$ cat config.mk
export PLATFORM = sky130hd
export DESIGN_NAME = softplus_vec_seq
export DESIGN_NICKNAME = d
export VERILOG_FILES = /design/src/rtl/softplus_vec_seq.sv
export SDC_FILE = /design/constraint.sdc
export NUM_CORES = 1
export LEC_CHECK = 0
export CAP_MARGIN = 20
export CORE_UTILIZATION = 47
export CTS_CLUSTER_SIZE = 12
export DETAILED_ROUTE_END_ITERATION = 10
export PLACE_DENSITY = 0.85
export SYNTH_ARGS = -nofsm -noshare
export SYNTH_HDL_FRONTEND = slang
export SYNTH_SLANG_ARGS = --single-unit
$ cat constraint.sdc
create_clock -name clk -period 3.5 [get_ports clk]
set_input_delay 0.7 -clock clk [delete_from_list [all_inputs] [get_ports clk]]
set_output_delay 0.7 -clock clk [all_outputs]
set_load 0.05 [all_outputs]
$ cat src/rtl/softplus_vec_seq.sv
// Vector sequencer for a shared combinational softplus unit: reads each operand from a
// synchronous-read buffer, presents it to the softplus datapath, captures the result and
// streams it out on a valid/ready handshake, then pulses done.
module softplus_vec_seq #(
    parameter int unsigned DEPTH  = 64,
    parameter int unsigned ADDR_W = 6
) (
    input  logic              clk,
    input  logic              rst,
    input  logic              start,
    input  logic [ADDR_W:0]   len,
    input  logic              abort,
    output logic              rd_en,
    output logic [ADDR_W-1:0] rd_addr,
    input  logic [15:0]       rd_data,
    output logic [15:0]       sp_operand,
    input  logic [15:0]       sp_result,
    output logic              out_valid,
    input  logic              out_ready,
    output logic [15:0]       out_data,
    output logic [ADDR_W-1:0] out_idx,
    output logic              busy,
    output logic              done
);

    typedef enum logic [2:0] {
        StIdle,
        StRd,
        StLd,
        StEv,
        StOut,
        StDone
    } state_e;

    localparam logic [ADDR_W:0]   DepthLen = (ADDR_W + 1)'(DEPTH);
    localparam logic [ADDR_W:0]   LenOne   = (ADDR_W + 1)'(1);
    localparam logic [ADDR_W-1:0] IdxOne   = ADDR_W'(1);

    state_e            state_q, state_d;
    logic [ADDR_W-1:0] idx_q, idx_d;
    logic [ADDR_W:0]   len_q, len_d;
    logic [15:0]       op_q, op_d;
    logic [15:0]       res_q, res_d;
    logic              last_elem;

    // Current element is the final one of the run.
    assign last_elem = ({1'b0, idx_q} == (len_q - LenOne));

    // State and datapath registers; op/res are only cleared by reset so sp_operand stays put.
    always_ff @(posedge clk or posedge rst) begin
        if (rst) begin
            state_q <= StIdle;
            idx_q   <= '0;
            len_q   <= '0;
            op_q    <= '0;
            res_q   <= '0;
        end else begin
            state_q <= state_d;
            idx_q   <= idx_d;
            len_q   <= len_d;
            op_q    <= op_d;
            res_q   <= res_d;
        end
    end

    // Next-state logic; abort outranks every other transition outside IDLE.
    always_comb begin
        state_d = state_q;
        idx_d   = idx_q;
        len_d   = len_q;
        op_d    = op_q;
        res_d   = res_q;
        if (abort && (state_q != StIdle)) begin
            state_d = StIdle;
            idx_d   = '0;
        end else begin
            unique case (state_q)
                StIdle: begin
                    if (start) begin
                        len_d   = (len > DepthLen) ? DepthLen : len;
                        idx_d   = '0;
                        state_d = (len == '0) ? StDone : StRd;
                    end
                end
                StRd: state_d = StLd;
                StLd: begin
                    op_d    = rd_data;
                    state_d = StEv;
                end
                StEv: begin
                    // sp_operand has been stable a full cycle, so sp_result has settled.
                    res_d   = sp_result;
                    state_d = StOut;
                end
                StOut: begin
                    if (out_ready) begin
                        if (last_elem) begin
                            state_d = StDone;
                        end else begin
                            idx_d   = idx_q + IdxOne;
                            state_d = StRd;
                        end
                    end
                end
                StDone:  state_d = StIdle;
                default: state_d = StIdle;
            endcase
        end
    end

    assign rd_en      = (state_q == StRd);
    assign rd_addr    = idx_q;
    assign sp_operand = op_q;
    assign out_valid  = (state_q == StOut);
    assign out_data   = res_q;
    assign out_idx    = idx_q;
    assign busy       = (state_q != StIdle);
    assign done       = (state_q == StDone);

endmodule

# == After elaboration in Yosys (flattened, before gate mapping) ==
# Cells that the tools add are included.
# totals
ff_bits,48
latch_bits,0
ramBits,0
rom_bits,0
inputBits,44
out_inout_bits,48
elab_cells,40
mem_count,0
# classes
add_sub_neg,2
n_mul,0
div,0
order_cmp,1
eq_ne,9
shift,0
mux,12
n_bitwise,1
reduce_logical,10
# ops
cell,count
6-bit 2-to-1 mux,4
3-bit 2-to-1 mux,5
3-bit case mux with 5 select lines,1
6-bit case mux with 2 select lines,1
6-bit by 7-bit equality test with 1-bit output,1
"7-bit greater-than comparator, second input constant",1
7-bit zero test,1
7-bit 2-to-1 mux,1
"7-bit by 1-bit subtractor with 7-bit output, second input constant",1
"6-bit by 1-bit adder with 6-bit output, second input constant",1
"3-bit by 2-bit equality test with 1-bit output, second input constant",2
"3-bit equality test, second input constant",2
2-bit AND reduction,3
3-bit nonzero test,2
4-bit AND reduction,1
"3-bit by 1-bit equality test with 1-bit output, second input constant",1
3-bit zero test,1
"3-bit by 1-bit inequality test with 1-bit output, second input constant",1
"3-bit by 2-bit inequality test with 1-bit output, second input constant",1
"3-bit inequality test, second input constant",1
3-bit AND reduction,1
1-bit logical AND,1
1-bit NOT,1

# == Depth between registers and ports, before layout ==
# depth
word_depth,6
ltp_mapped,10
ltp_nobuf,8

# == Least setup slack after synthesis ==
# Ideal clock, no wire load.
# synth_timing
kind,reg2out
startpoint,register state_q[2]
endpoint,output port rd_en
arrival_time_ns,1.729
required_time_ns,2.800
path_slack_ns,1.071
path_stages_with_launch,3
n_path_buf,1
cell_sequence,dfrtp_1 -> clkbuf_1 -> nor3b_1
# synth_between
elab_chain_len,1
# synth_lines
item,line_no,rtl
"start, declared",39,"state_e state_q, state_d;"
"start signal, assigned",52,state_q <= StIdle;
"start signal, assigned",58,state_q <= state_d;
3-bit by 1-bit equality test with 1-bit output,111,assign rd_en = (state_q == StRd);
"end, declared",13,"output logic rd_en,"
# Every way passes these cells.

# == Worst setup path in the final report ==
# layout_timing
startpoint,register state_q[1]
endpoint,output port out_valid
# layout_between
elab_chain_len,1
# layout_lines
item,line_no,rtl
3-bit equality test,114,assign out_valid = (state_q == StOut);
"end, declared",18,"output logic out_valid,"
# Every way passes these cells.

==> summary.md <==
| Metric | Value |
|---|---|
| Mapped Cells | approximately 200 |
| Post-cts repair resize count | 0 |
| Hold buffers post-CTS | 0 |
| Setup Buffers After CTS | 0 |
| Synth Area in Compound Gates | between 10 and 15% |
| FP Rows | 25 |
| Core Area | 4755 um2 |
| Die height | 72.65 um |
| Min Tclk post-route | roughly 2.8 ns |
| Final Skew | between 0.008 and 0.009 ns |
| P&R area growth vs syn | 44.59% |
| Vias in the first global route | a little under 2000 |
| Largest family of logic cells by synthesized area | multiplexers |
| Share of post-route cells with drive strength above 1 | between 10% and 20% |
| CP Class | reg -> out |
| Detail Placement HPWL | 4035 um |
| Commonest cells after routing, fill and taps aside | 91 x clkdlybuf4s50_1, 48 x dfrtp_1, 33 x mux2_2 |
| CP Data Arrival Time | approximately 2 ns |
| Worst Setup End Kind | output port |
| Final period util | 78.85% |
| Wirelength per Cell | roughly 16 um |
| Worst-Margin Slew | around 0.53 ns |
| IO Port Bufs | between 90 and 100 |
| FF+latch count, synth | 48 |
| Commonest non-fill, non-tap cell in the layout | clkdlybuf4s50_1 |
| RSZ-0062 raised after global routing | false |
| Net Count, Synth | around 250 |
| WL final | 5708 um |
| Maximum vdd drop | 0.7511 mV |
| Initial antenna violation count | 0 |
| # diodes | 0 |
| Post-synthesis mux area share | 16.27% |
| Vias/cell | 5.352 |
| Max Freq | around 0.36 GHz |
| Pwr Total | 3.071 mW |
| CTS clock-pin slew for the worst setup and hold paths | ~0.09 ns |
| Power Density | about 910 nW/um2 |
| Net count, final | roughly 340 |
| ANT nets after route | 0 |
| Post-synthesis simple-gate area fraction | roughly 14% |
| Residual DRC | 0 |
| Vias post-DR | approximately 1900 |
| CTS tree | done |
| Post-synth EDFFs | 0 |
| Synth unique cells | 47 |
| Root Buffer | clkbuf_8 |
| Slew Limit Fails | 0 |
| First-pass GRT wire length | just under 9000 um |
| Setup violators final | 0 |
| DR pass1 iterations | 4 |
| H-tree levels | 2 |
| Die area | around 5300 um2 |
| Share of flip-flops with an asynchronous set or reset | 100.0% |
| Critical Path RT | approximately 2.8 ns |
| Top-level port count | between 90 and 100 |
| Min-delay worst type | reg -> reg |
| TNS Setup | 0 ns |
| Max-slew headroom | 63.89% |
| Static Leakage | 1.400 nW |
| Largest buffer count on any clock path | 2 |
| Worst-skew pair later-pin latency | roughly 0.30 ns |
| Share of the synthesized netlist area taken by xor and xnor gates | about 2.2% |
| Critical path peak fanout | 7 |
| CTS sink count | 48 |
| Overall routing resource usage | 22.00% |
| Grt total ovfl | 0 |
| Worst setup SP type | register |
| Ys Warns | 0 |
| Total CTS buffers | 5 |
| Mapped cell area | between 2000 and 2500 um2 |
| Main synth FF type | dfrtp_1 |
| Outcome | completed |
| 1st-iter DRT viols | 73 |
| Die Span X | slightly above 70 um |
| Sequential fraction of the synthesis area | about 51% |
| Final Hold Fails | 0 |
| Final Wtd Congestion | between 0.7 and 0.8 |
| Avg Inst Size Synth | 11.61 um2 |
| Max-Cap Viols | 0 |
| Initial Utilization | about half |
| Synth Area in Adders | between 1 and 1.5% |
| Largest net degree at the start of global routing | slightly below 50 |
==> layout make-up <==
cell class	count	area [um2]
Tap cell	67	83.83
Fill cell	347	1363
Sequential cell	48	1201
Clock inverter	1	7.507
Clock buffer	7	86.33
Inverter	5	18.77
Timing Repair Buffer	95	953.4
Multi-Input combinational cell	135	1041
==> power breakdown <==
group	switching [mW]	internal (mW)	total [mW]
clock	0.189	0.161	0.350
sequential	0.181	0.780	0.960
combinational	1.08	0.685	1.76
==> kinds of logic (layout without fill, tap and decap cells) <==
logic type | after synthesis | in the layout
and+or+nand+nor | 61 | 61
AOI/OAI and AO/OA | 32 | 32
DFF | 48 | 48
adders and majority gates | 2 | 2
xor gates and xnor gates | 6 | 6
buffers and inverters | 19 | 108
muxes | 34 | 34
==> flip-flops by register name (all words and copies together) (netlist names) <==
| register | cells |
|---|---|
| len_q | 7 |
| state_q | 3 |
| sp_operand | 16 |
| out_idx | 6 |
| out_data | 16 |
==> layer usage <==
metal  vias up  global-route usage (%)  routed length [um]
li1        895                       -                   -
met1       928                   25.07                2254
met2        83                   35.93                2749
met3        10                   10.50                 556
met4         0                   8.279                 147
met5         -                       0                   0
==> stage by stage <==
step	instance area (um2)	utilization (%)	worst slack, ns	hold WS, ns	std cells
after floorplan	2346	-	1.071	0.4821	202
after global placement	3278	68.95	1.120	0.4888	349
after detailed placement	3278	68.95	0.9815	0.4957	349
after CTS	3372	70.92	0.7406	0.5157	357
after global routing	3392	71.34	0.6377	0.5265	358
final	3392	71.34	0.7403	0.5113	358
==> synth_stat cells, types with 2 or more instances <==
library cell	n	share of area, %
mux2_2	33	16
inv_1	5	0.80
buf_4	7	2.2
nor2b_1	3	0.80
clkbuf_1	3	0.48
nor2_1	8	1.3
nand2_1	17	2.7
dfrtp_1	48	51
nor3_1	5	1.1
ha_1	2	1.1
a21oi_1	3	0.64
o21ai_0	8	1.7
xor2_1	4	1.5
nand4_1	4	1.1
a21o_1	2	0.64
buf_2	3	0.64
o41ai_1	4	1.5
nand2b_1	7	1.9
xnor2_1	2	0.75
o211ai_1	3	0.96
a211oi_1	2	0.64
or3_1	3	0.80
nand3_1	2	0.43
==> critical path: stages, from the launching register on <==
cell and delay [ns]:
dfrtp_1 0.47, nor2_2 0.23, and2_1 0.24, clkdlybuf4s50_1 0.82
==> path summary, 6_finish.rpt <==
check	startpoint	to	slack, ns	cells past startpoint
hold / removal	sp_operand[0]$_DFFE_PP0P_	sp_operand[0]$_DFFE_PP0P_	0.51	1
max in group asynchronous	rst	len_q[2]$_DFFE_PP0P_	2.23	3
setup / recovery	state_q[1]$_DFFE_PP0P_	out_valid	0.74	3
min in group asynchronous	rst	sp_operand[5]$_DFFE_PP0P_	0.75	2
setup reg to reg	len_q[0]$_DFFE_PP0P_	state_q[2]$_DFFE_PP0P_	0.95	9
hold reg to reg	sp_operand[0]$_DFFE_PP0P_	sp_operand[0]$_DFFE_PP0P_	0.51	1
Power figures use the tool's default switching activity.
